===== src/rtl/inst_fetch_unit.sv =====
// inst_fetch_unit: instruction fetch front end.
// Issues sequential word fetches over a req/gnt + rvalid memory port. Returned
// words go into a small in-order FIFO that feeds the control unit. A redirect
// flushes the FIFO and kills wrong-path responses that are still in flight.
// Optional build macro FETCH_MISALIGN_TRAP_EN: a misaligned redirect target
// raises a sticky misalign_err and stops all fetching until reset. Without the
// macro, the low two target bits are dropped and misalign_err is tied low.
//
// Handshakes: imem_req/imem_addr hold steady until imem_gnt is seen high on a
// rising edge. inst/pc/inst_valid hold until inst_ready is seen with
// inst_valid, which is a pop. A pop with pcmux_sel set is a redirect.
module inst_fetch_unit #(
  parameter logic [31:0] RESET_PC   = 32'h0000_0000,
  parameter int          FIFO_DEPTH = 2,
  parameter int          CNT_W      = 2
) (
  input  logic        clk,
  input  logic        rst_n,
  input  logic        pcmux_sel,
  input  logic [31:0] alu_out,
  output logic        imem_req,
  output logic [31:0] imem_addr,
  input  logic        imem_gnt,
  input  logic        imem_rvalid,
  input  logic [31:0] imem_rdata,
  output logic [31:0] inst,
  output logic [31:0] pc,
  output logic        inst_valid,
  input  logic        inst_ready,
  output logic        misalign_err
);

  localparam int PTR_W = (FIFO_DEPTH > 1) ? $clog2(FIFO_DEPTH) : 1;
  localparam logic [CNT_W:0] DEPTH_C = (CNT_W+1)'(FIFO_DEPTH);

  typedef enum logic [0:0] {REQ_IDLE = 1'b0, REQ_WAIT = 1'b1} req_state_e;

  req_state_e        state_q;
  logic              req_q;
  logic [31:0]       addr_q;
  logic [31:0]       fetch_pc_q, fetch_pc_d;
  logic [31:0]       resp_pc_q, resp_pc_d;
  logic [CNT_W-1:0]  out_q, out_d;
  logic [CNT_W-1:0]  kill_q, kill_d;
  logic [CNT_W-1:0]  cnt_q, cnt_d;
  logic [PTR_W-1:0]  rd_ptr_q, rd_ptr_d;
  logic [PTR_W-1:0]  wr_ptr_q, wr_ptr_d;
  logic [31:0]       data_mem_q [FIFO_DEPTH];
  logic [31:0]       pc_mem_q   [FIFO_DEPTH];
  logic              stale_q, stale_d;
  logic              halt_q, halt_d;

  logic              pop, redirect, gnt_fire, push, credit, misalign_hit;
  logic [31:0]       target;
  logic              unused_bits;

  // Low target bits are only inspected by the trap build.
  assign unused_bits = ^alu_out[1:0];

  assign imem_req   = req_q;
  assign imem_addr  = addr_q;
  assign inst       = data_mem_q[rd_ptr_q];
  assign pc         = pc_mem_q[rd_ptr_q];
  assign inst_valid = (cnt_q != '0);

`ifdef FETCH_MISALIGN_TRAP_EN
  logic misalign_q;
  assign misalign_hit = redirect & (alu_out[1:0] != 2'b00);
  assign misalign_err = misalign_q;

  // Sticky trap flag, cleared only by reset.
  always_ff @(posedge clk or negedge rst_n) begin
    if (!rst_n)            misalign_q <= 1'b0;
    else if (misalign_hit) misalign_q <= 1'b1;
  end
`else
  assign misalign_hit = 1'b0;
  assign misalign_err = 1'b0;
`endif

  // Next-state for counters, pointers, addresses and the stale/kill tracking.
  always_comb begin
    pop      = inst_valid & inst_ready;
    redirect = pcmux_sel & pop;
    gnt_fire = req_q & imem_gnt;
    target   = {alu_out[31:2], 2'b00};
    // A response arriving with a redirect is wrong-path: never buffered.
    push     = imem_rvalid & (kill_q == '0) & ~redirect;

    out_d = out_q + CNT_W'(gnt_fire) - CNT_W'(imem_rvalid);

    kill_d = kill_q;
    if (imem_rvalid && kill_q != '0) kill_d = kill_d - 1'b1;
    if (gnt_fire && stale_q)         kill_d = kill_d + 1'b1;
    if (redirect)                    kill_d = out_d;

    // A request pending at redirect keeps its address; remember to kill it.
    stale_d = stale_q;
    if (gnt_fire)                         stale_d = 1'b0;
    if (redirect && req_q && !imem_gnt)   stale_d = 1'b1;

    cnt_d    = cnt_q + CNT_W'(push) - CNT_W'(pop);
    rd_ptr_d = rd_ptr_q + PTR_W'(pop);
    wr_ptr_d = wr_ptr_q + PTR_W'(push);
    if (redirect) begin
      cnt_d    = '0;
      rd_ptr_d = wr_ptr_q;
    end

    fetch_pc_d = fetch_pc_q;
    if (redirect)                  fetch_pc_d = target;
    else if (gnt_fire && !stale_q) fetch_pc_d = fetch_pc_q + 32'd4;

    resp_pc_d = resp_pc_q;
    if (redirect)  resp_pc_d = target;
    else if (push) resp_pc_d = resp_pc_q + 32'd4;

    halt_d = halt_q | misalign_hit;
    credit = ({1'b0, out_d} + {1'b0, cnt_d}) < DEPTH_C;
  end

  // Request FSM with registered imem_req/imem_addr.
  always_ff @(posedge clk or negedge rst_n) begin
    if (!rst_n) begin
      state_q <= REQ_IDLE;
      req_q   <= 1'b0;
      addr_q  <= RESET_PC;
    end else if (halt_d) begin
      state_q <= REQ_IDLE;
      req_q   <= 1'b0;
    end else begin
      case (state_q)
        REQ_IDLE: begin
          if (credit) begin
            state_q <= REQ_WAIT;
            req_q   <= 1'b1;
            addr_q  <= fetch_pc_d;
          end
        end
        REQ_WAIT: begin
          if (gnt_fire) begin
            if (credit) begin
              addr_q <= fetch_pc_d;
            end else begin
              state_q <= REQ_IDLE;
              req_q   <= 1'b0;
            end
          end
        end
        default: begin
          state_q <= REQ_IDLE;
          req_q   <= 1'b0;
        end
      endcase
    end
  end

  // Counters, pointers and address tracking registers.
  always_ff @(posedge clk or negedge rst_n) begin
    if (!rst_n) begin
      fetch_pc_q <= RESET_PC;
      resp_pc_q  <= RESET_PC;
      out_q      <= '0;
      kill_q     <= '0;
      cnt_q      <= '0;
      rd_ptr_q   <= '0;
      wr_ptr_q   <= '0;
      stale_q    <= 1'b0;
      halt_q     <= 1'b0;
    end else begin
      fetch_pc_q <= fetch_pc_d;
      resp_pc_q  <= resp_pc_d;
      out_q      <= out_d;
      kill_q     <= kill_d;
      cnt_q      <= cnt_d;
      rd_ptr_q   <= rd_ptr_d;
      wr_ptr_q   <= wr_ptr_d;
      stale_q    <= stale_d;
      halt_q     <= halt_d;
    end
  end

  // FIFO storage: reset so the head reads inst=0, pc=RESET_PC out of reset.
  always_ff @(posedge clk or negedge rst_n) begin
    if (!rst_n) begin
      for (int i = 0; i < FIFO_DEPTH; i++) begin
        data_mem_q[i] <= '0;
        pc_mem_q[i]   <= RESET_PC;
      end
    end else if (push) begin
      data_mem_q[wr_ptr_q] <= imem_rdata;
      pc_mem_q[wr_ptr_q]   <= resp_pc_q;
    end
  end

endmodule


===== config.mk =====
export PLATFORM = sky130hd
export DESIGN_NAME = inst_fetch_unit
export DESIGN_NICKNAME = d
export VERILOG_FILES = /design/src/rtl/inst_fetch_unit.sv
export SDC_FILE = /design/constraint.sdc
export NUM_CORES = 1
export LEC_CHECK = 0
export ABC_AREA = 1
export ABC_CLOCK_PERIOD_IN_PS = 4700
export CAP_MARGIN = 20
export CORE_MARGIN = 3
export CORE_UTILIZATION = 55
export DETAILED_ROUTE_END_ITERATION = 10
export PLACE_DENSITY = 0.9
export SLEW_MARGIN = 30
export SYNTH_ARGS = -nofsm -noshare
export SYNTH_HDL_FRONTEND = slang
export SYNTH_SLANG_ARGS = --single-unit

===== constraint.sdc =====
create_clock -name clk -period 4.7 [get_ports clk]
set_input_delay 0.47 -clock clk [delete_from_list [all_inputs] [get_ports clk]]
set_output_delay 0.47 -clock clk [all_outputs]
set_load 0.005 [all_outputs]

==> impl_metrics.py <==
metrics = {
    "outcome": {
        "status": "finished clean",
    },
    "place": {
        "place.gp.congestion": 0.882,
        "io_buffers": 163,
        "dp_hpwl_um": 20100,
    },
    "logic_synthesis": {
        "synth_edf_count": 0,
        "async_flop_share_pct": 100,
        "netlist_instances": 1398,
        "synth_top_area_cell": "dfrtp_1",
        "synth_top_family_by_area": "simple AND/OR/NAND/NOR gates",
        "synth_area_sq_um": 11400,
        "synth_cell_types": 46,
        "synth_top_area_share_pct": 50.4,
        "ys.flop_type": "dfrtp_1",
        "synthesis.area_per_instance_sq_um": 8.13,
        "synthSimpleGateAreaFrac_pct": 24.6,
        "yosysWarnings": 0,
        "synth_area_leaders": "dfrtp_1, nand2_1, o21ai_0",
        "yosysSeqAreaShare_pct": 50.4,
        "synth_compound_area_share_pct": 10.6,
        "synth_seq_cells": 229,
        "synthMuxAreaShare_pct": 4.16,
        "synth-xor-area-share_pct": 0.770,
        "synthAdderAreaFrac_pct": 1.17,
    },
    "finish": {
        "final_common_cell": "nand2_1",
        "drive_gt1_share_pct": 9.03,
        "antenna_cells": 0,
        "multiInputGateArea_sq_um": 4720,
        "area.growth.synth_to_final_pct": 23.4,
        "ff_latch_area_sq_um": 5730,
        "nets": 1615,
        "final_cell_mix": "nand2_1, dfrtp_1, inv_1",
        "fill_cells": 1556,
    },
    "routing": {
        "drc_errors": 0,
        "viasPerCell": 5.44,
        "ant_nets": 0,
        "dr.first_iter.drc_count": 824,
        "via_count": 9873,
        "routed_wl_um": 28900,
        "first_pass_iters": 5,
        "wl_per_cell_um": 15.9,
    },
    "timing": {
        "holdWs_ns": 0.461,
        "tns_ns": 0,
        "setup_viol": 0,
        "layout_min_cycle_time_ns": 3.72,
        "tightest_slew_ns": 0.716,
        "maxSlewViolCount": 0,
        "fmax_mhz": 269,
        "timing.final.crit_share_pct": 79.2,
        "hold_viol_final": 0,
        "rsz0062_at_grt": "no",
        "finClkSkew_ns": 0.0109,
        "slew-limit-headroom_pct": 52.2,
    },
    "clock_network": {
        "clk_path_buf_depth": 3,
        "clock-sinks": 229,
        "cts_tree": "built",
        "clock_latency_ns": 0.51,
        "cts-root-buf": "clkbuf_16",
        "cts_setup_buffers": 0,
        "cts.clk_slew.worst_paths_ns": 0.06,
        "htreeDepth": 1,
        "numCtsBuffers": 24,
        "ctsHoldBuffers": 1,
        "cts-resized-gates": 0,
    },
    "grt": {
        "grt_pass1_wl_um": 47300,
        "grt_start_max_net_pins": 110,
        "antenna_found_initial": 0,
        "grt_pass1_vias": 9627,
        "grt_use_total_pct": 25.6,
        "gr-total-overflow": 0,
    },
    "floorplan": {
        "row_count": 51,
        "core_area_sq_um": 19900,
        "fp.dieH_um": 150,
        "die_x_um": 150,
        "ios": 169,
        "start_util_pct": 57.1,
        "die-area_sq_um": 22400,
    },
    "worst_setup_path": {
        "crit_path_frequent_cell": "inv_1",
        "path_max_fanout": 25,
        "path_cells": "inv_1 > ha_1 > nand2_1 > inv_1 > nand2_1 > ha_1 > inv_1 > ha_1 > xnor2_1 > nor2_1 > nor3_2 > inv_1 > fa_1 > nand2_1 > a21oi_2 > inv_1 > o21ai_0",
        "worstPathArrival_ns": 4.07,
        "criticalPathCategory": "reg2reg",
        "slowest_stage": "inv_1",
        "cp-start-kind": "flip-flop",
        "required_ns": 5.05,
        "endpoint_kind": "flip-flop",
        "critPathMaxStageDelay_ns": 0.53,
    },
    "pwr": {
        "vdd_drop_max_mv": 0.572,
        "leakage_nw": 6.54,
        "power.density_nw_per_um2": 705,
    },
    "run": {
        "drv_cap": 0,
    },
    "worst_hold_path": {
        "min_path_type": "reg2reg",
    },
}
-- area by class of cell --
| type | instances | share of cell area [%] |
|---|---|---|
| sequential | 229 | 40.9 |
| clock buffer | 32 | 4.93 |
| tap | 265 | 2.36 |
| timing repair buffer | 175 | 12.8 |
| multi-input combinational | 938 | 33.6 |
| inverter | 167 | 4.47 |
| clock inverter | 9 | 0.892 |
-- path summary, 6_finish.rpt --
kind / startpoint / to / slack, ns / cells past startpoint
setup / recovery: kill_q[0] / imem_addr[1] / 0.98 / 17
hold / removal: fetch_pc_q[0] / fetch_pc_q[0] / 0.46 / 2
setup reg to reg: kill_q[0] / imem_addr[1] / 0.98 / 17
hold reg to reg: fetch_pc_q[0] / fetch_pc_q[0] / 0.46 / 2
max in group asynchronous: rst_n / pc_mem_q[55] / 3.38 / 3
min in group asynchronous: rst_n / data_mem_q[18] / 0.47 / 2
-- flip-flops by register name, indices dropped and copies added, names as in the netlist --
name	flops
kill_q	2
data_mem_q	64
rd_ptr_q	1
fetch_pc_q	32
pc_mem_q	60
wr_ptr_q	1
imem_addr	32
state_q	1
cnt_q	2
resp_pc_q	30
out_q	2
imem_req	1
stale_q	1
-- cells in the mapped netlist (all sizes together) (9+ instances only) --
cell      n
a21oi    40
a31oi    16
buf      33
clkbuf   33
dfrtp   229
ha        9
inv     167
mux2     42
nand2   422
nand3    75
nand4    14
nor2    113
nor3     17
o21ai   153
-- per-stage QoR --
step                util (%)  setup slack [ns]  area (sq um)  cells  total power [W]
floorplan                  -              1.37         11400   1400          0.00599
global placement        66.1             0.752         13200   1771          0.00767
detailed placement      66.3             0.569         13200   1773          0.00793
CTS                     70.5             0.933         14000   1815          0.00994
global route            70.5             0.565         14000   1815           0.0107
finish                  70.5             0.976         14000   1815          0.00989
-- critical path: cells and delay by family (launching register included) --
family | cells | cell delay (ns)
compound gates | 2 | 0.30
xor+xnor | 1 | 0.19
fa+ha+maj | 4 | 1.10
buf+inv | 5 | 0.84
flops | 1 | 0.40
simple gates | 5 | 0.72
-- power breakdown --
| part | internal [W] | switching, W | total, W |
|---|---|---|---|
| Sequential | 0.00293 | 0.000719 | 0.00365 |
| Clock | 0.00119 | 0.000758 | 0.00195 |
| Combinational | 0.00199 | 0.00230 | 0.00429 |
| Total | 0.00611 | 0.00378 | 0.00989 |
-- routing by layer --
metal	routed length, um	global-route usage [%]	share of wire (%)	vias to the layer above
met5	0	0	0	-
met4	829	7.50	2.9	0
met3	2390	3.88	8.3	65
met2	13300	41.7	46	422
met1	12400	35.9	43	4666
li1	-	-	-	4720
-- cell families after synthesis --
family,after synthesis
and+or+nand+nor,648
buffers and inverters,233
DFF,229
AOI/OAI and AO/OA,225
muxes,42
adders and majority gates,10
xor gates and xnor gates,10
other,1
Note: power is estimated with default switching activity, not from simulation.
==> edit 1 (same flow settings) <==
Add a define of `FETCH_MISALIGN_TRAP_EN`.
--- a/src/rtl/inst_fetch_unit.sv
+++ b/src/rtl/inst_fetch_unit.sv
@@ -9,6 +9,8 @@
 // Handshakes: imem_req/imem_addr hold steady until imem_gnt is seen high on a
 // rising edge. inst/pc/inst_valid hold until inst_ready is seen with
 // inst_valid, which is a pop. A pop with pcmux_sel set is a redirect.
+`define FETCH_MISALIGN_TRAP_EN
+
 module inst_fetch_unit #(
   parameter logic [31:0] RESET_PC   = 32'h0000_0000,
   parameter int          FIFO_DEPTH = 2,
Behaviour: not the same (Yosys sat finds a counterexample within 4 cycles, from zero or initial values and one cycle with rst_n low).
==> edit 1 against the unedited design <==
  * Wire length shrank 0.31%
  * Combinational power decreased by 22%
  * Sequential cell count rose by 2
  * Worst setup slack worse by 0.32 ns
  * Largest power group is now sequential cells
  * Final area shrank 0.79%
  * Critical path type unchanged
  * Via count grew 1.4%
  * Area after synthesis is 0.44% lower
  * Clock skew grew 0.013 ns
  * Total power fell by 13%
==> edit 1: results (changes against the unedited design) <==
[status]
status = finished clean

[global_routing]
antenna_found_initial = 0  ; unchanged
grt_max_degree = 92  ; -16%
grt_pass1_vias = 9748  ; +1.3%
grt_pass1_wl_um = 47060  ; -0.49%
track_usage = 0.2559  ; about the same

[worst_setup_path]
crit_path_top_delay_cell = fa_1
slowest_delay_ns = 0.51  ; -0.02 ns
crit_path_max_fanout = 35  ; +40%

[synthesis]
yosys.cell_types.count = 41  ; -11%
synth-xor-area-share = 0.009285  ; +0.001582
synthTopCellsByArea = dfrtp_1 (51%), nand2_1 (14%), o21ai_0 (6.8%)
yosysSeqAreaShare = 0.5107  ; +0.006650
synth-compound-area-share = 0.1046  ; -0.001080
ys_async_sr_fraction = 1.000  ; unchanged
synthMuxAreaShare = 0.03581  ; -0.005785
ys_warn_count = 0  ; unchanged
synthAdderAreaFrac = 0.01172  ; +0.00005158
synthTopCellsByCount = nand2_1 (434), dfrtp_1 (231), inv_1 (164)
synthFlopType = dfrtp_1

[detailed_routing]
routed_via_density = 5.435  ; about the same
drt-pass1-iter-count = 5  ; unchanged
drt_iter0_markers = 730  ; -11%
wl_per_cell_um = 15.63  ; -1.8%

[finish]
nets = 1642  ; +1.7%
diodes = 0  ; unchanged
reg_top3 = data_mem_q: 64 flops, pc_mem_q: 60 flops
fill_cells = 1530  ; -1.7%
drive_above_1_share = 0.06912  ; -0.02120
area_growth_pct = 22.94

[place]
hpwl_um = 19890  ; -1.0%
portBuffers = 166  ; +1.8%
dpl-instance-area_um2 = 13150  ; -0.35%
gp_congestion = 0.9556  ; +8.3%
place_ws_ns = 0.3230  ; -0.2463 ns

[clock_network]
cts_post_setup_buffers_inserted = 0  ; unchanged
clk_latency_ns = 0.53  ; +0.02 ns
numCtsBuffers = 24  ; unchanged
cts_max_level = 1  ; unchanged
ctsHoldBuffers = 1  ; unchanged
clkSlewWorstSetupHoldPaths_ns = 0.06  ; about the same
cts-root-buf = clkbuf_16
clock_path_buffers = 3  ; unchanged
cts.repair.resized = 0  ; unchanged

[min_path]
min_path_type = register to register

[sta]
slew_headroom = 0.4359  ; -0.08612
skew_ns = 0.02370  ; +0.01276 ns

[power]
ir_drop_mv = 0.2993  ; -48%
p_leak_nw = 6.506  ; -0.51%

## edit 1: critical path, delay by kind of cell (launching register included)
kind,cells,cell delay (ns)
simple gates,8,1.30
compound gates,1,0.09
xor+xnor,1,0.11
flops,1,0.37
fa+ha+maj,4,1.10
buf+inv,6,0.91
## edit 1: final cells by class
cell class | count | share of cell area
clock inverter | 11 | 0.008632
timing repair buffer | 177 | 0.1277
sequential | 231 | 0.4157
inverter | 168 | 0.04532
clock buffer | 30 | 0.04550
multi-input combinational | 960 | 0.3334
tap | 265 | 0.02383
## edit 1: final timing paths
| kind | endpoint | slack, ns | cells after the start | startpoint |
|---|---|---|---|---|
| worst max-delay path | imem_addr[0]$_DFFE_PN0P_ | 0.66 | 20 | kill_q[0]$_DFF_PN0_ |
| worst min-delay path | fetch_pc_q[1]$_DFF_PN0_ | 0.47 | 2 | fetch_pc_q[1]$_DFF_PN0_ |
| worst max register to register | imem_addr[0]$_DFFE_PN0P_ | 0.66 | 20 | kill_q[0]$_DFF_PN0_ |
| worst min register to register | fetch_pc_q[1]$_DFF_PN0_ | 0.47 | 2 | fetch_pc_q[1]$_DFF_PN0_ |
| max in group asynchronous | data_mem_q[3]$_DFFE_PN0P_ | 2.95 | 3 | rst_n |
| min in group asynchronous | data_mem_q[40]$_DFFE_PN0P_ | 0.53 | 2 | rst_n |
## edit 1: cell families after synthesis
group | Yosys count
simple gates | 673
buf+inv | 232
compound gates | 227
flops | 231
xor+xnor | 12
mux | 36
other cells | 1
fa+ha+maj | 10
## edit 1: report_power, final
| part | switching (W) | internal, W |
|---|---|---|
| combinational | 0.00176 | 0.00157 |
| clock | 0.000767 | 0.00106 |
| sequential | 0.000613 | 0.00279 |
## edit 1: routing by layer
metal / global-route usage / up-vias / share of wire / wire length, um
li1: - / 4773 / - / -
met1: 0.3552 / 4764 / 0.43 / 12350
met2: 0.4192 / 416 / 0.47 / 13450
met3: 0.04149 / 59 / 0.079 / 2273
met4: 0.07597 / 0 / 0.025 / 717
met5: 0 / - / 0 / 0
## edit 1: metrics by stage
stage	power, W	instances
after floorplan	0.005160	1423
after global placement	0.006517	1798
after detailed placement	0.006711	1800
after CTS	0.008580	1842
after global routing	0.009184	1842
final	0.008560	1842
==> edit 2 (same settings) <==
Made on the original files. Set the parameter `FIFO_DEPTH` to 4 (it was 2).
--- a/src/rtl/inst_fetch_unit.sv
+++ b/src/rtl/inst_fetch_unit.sv
@@ -11,7 +11,7 @@
 // inst_valid, which is a pop. A pop with pcmux_sel set is a redirect.
 module inst_fetch_unit #(
   parameter logic [31:0] RESET_PC   = 32'h0000_0000,
-  parameter int          FIFO_DEPTH = 2,
+  parameter int          FIFO_DEPTH = 4,
   parameter int          CNT_W      = 2
 ) (
   input  logic        clk,
Check against the original RTL: not equivalent (a bounded check fails within 4 cycles, from zero or initial values and one cycle with rst_n low).
==> edit 2 against the unedited design <==
  * Clock power up 69%
  * Sequential share of layout area up 4.1 points
  * Hold slack worse by 0.44 ns
  * Final area up 41%
  * Worst setup slack worse by 0.11 ns
  * Non-clock buffer count up 3
  * Area after synthesis up 48%
  * Fmax down 3.0%
  * Total power up 38%
  * Wire length up 51%
  * Sequential cell count up 126
  * Highest routed layer unchanged
==> edit 2: results (changes against the unedited design) <==
[status]
status = finished clean

[sta]
layout_min_cycle_time_ns = 3.838  ; +0.1142 ns
skew_ns = 0.02093  ; +0.009983 ns
tightest_slew_ns = 0.9853  ; +0.2690 ns
hold_slack_ns = 0.02438  ; -0.4363 ns

[worst_setup_path]
r2r_setup_slack_ns = 1.39  ; +0.41 ns
slowest_delay_ns = 0.78  ; +0.25 ns
crit_path_top_delay_cell = dfrtp_4
crit_path_max_fanout = 52  ; +110%
worst_ep_arrival_time_ns = 3.37  ; -0.70 ns

[min_path]
min_path_type = primary input to asynchronous set/reset pin

[finish]
bufAreaShareNonClock = 0.09045  ; -0.03783
stdcell_count = 2561  ; +41%
nClkBuffers = 53  ; +66%
inverters = 135  ; -19%
fill_cells = 2256  ; +45%
drive_above_1_share = 0.05712  ; -0.03321
multiInputGateArea_um2 = 6691  ; +42%
post-route-util = 0.6612  ; -0.04328
multiInputCombCellCount = 1434  ; +53%
sh_seq_area = 0.4500  ; +0.04113
nonClockBufferCount = 178  ; +1.7%
register_area_um2 = 8889  ; +55%
reg_top3 = data_mem_q: 128 flops, pc_mem_q: 120 flops

[global_routing]
grt_max_degree = 120  ; +9.1%
grt_pass1_wl_um = 71200  ; +51%
track_usage = 0.2596  ; +0.003546
grt_pass1_vias = 14300  ; +49%

[synthesis]
yosys.cell_types.count = 42  ; -8.7%
yosysSeqAreaShare = 0.5289  ; +0.02489
synth_seq_cells = 355  ; +55%
synthTopCellsByArea = dfrtp_1 (53%), nand2_1 (12%), o21ai_0 (12%)
syn_avg_cell_area_um2 = 8.237  ; +1.3%

[detailed_routing]
drt_iter0_markers = 1603  ; +95%
drtAntennaViolNets = 0  ; unchanged
vias = 14720  ; +49%
wl_per_cell_um = 17.00  ; +6.8%

[power]
p_leak_nw = 9.361  ; +43%
ir_drop_mv = 0.4155  ; -27%

[place]
place_ws_ns = 1.114  ; +0.5450 ns
dp.cells = 2492  ; +41%
dpl-instance-area_um2 = 18370  ; +39%
gp_congestion = 0.9271  ; +5.1%

[clock_network]
numCtsBuffers = 38  ; +58%
cts_max_level = 2  ; +1
clk_latency_ns = 0.54  ; +0.03 ns

-- edit 2: layer usage --
| layer | up-vias | GRT usage | wire (um) | part of all wire |
|---|---|---|---|---|
| met4 | 0 | 0.08167 | 1239 | 0.028 |
| met3 | 108 | 0.04771 | 3583 | 0.082 |
| met1 | 7016 | 0.3603 | 18180 | 0.42 |
| met2 | 726 | 0.4190 | 20530 | 0.47 |
| li1 | 6870 | - | - | - |
| met5 | - | 0 | 0 | 0 |
-- edit 2: critical path: cells and delay by family, from the launching register on --
| family | cells | cell delay [ns] |
|---|---|---|
| AOI/OAI and AO/OA | 2 | 0.36 |
| DFF | 1 | 0.78 |
| buffers and inverters | 3 | 1.68 |
-- edit 2: power breakdown --
group          leakage, nW  internal (W)  switching [W]
combinational         4.16       0.00218        0.00293
clock                0.685       0.00204        0.00125
sequential            4.51       0.00428       0.000932
-- edit 2: path summary, 6_finish.rpt --
kind | depth (start not counted) | endpoint | start
worst max register to register | 16 | imem_addr[6]$_DFFE_PN0P_ | kill_q[0]$_DFF_PN0_
min in group clk | 2 | fetch_pc_q[0]$_DFF_PN0_ | fetch_pc_q[0]$_DFF_PN0_
worst min register to register | 2 | fetch_pc_q[0]$_DFF_PN0_ | fetch_pc_q[0]$_DFF_PN0_
max in group asynchronous | 2 | fetch_pc_q[21]$_DFF_PN0_ | rst_n
worst min-delay path | 1 | data_mem_q[15]$_DFFE_PN0P_ | rst_n
worst max-delay path | 5 | inst[23] | rd_ptr_q[0]$_DFF_PN0_
-- edit 2: cell families after synthesis --
logic type	after synthesis	synth area share
buffers and inverters	252	0.07360
XOR/XNOR	18	0.009386
flip-flops	355	0.5289
other	1	0.0002233
AND/OR/NAND/NOR	892	0.2207
AO/OA/AOI/OAI	511	0.1597
adder cells (fa/ha/maj)	10	0.007449
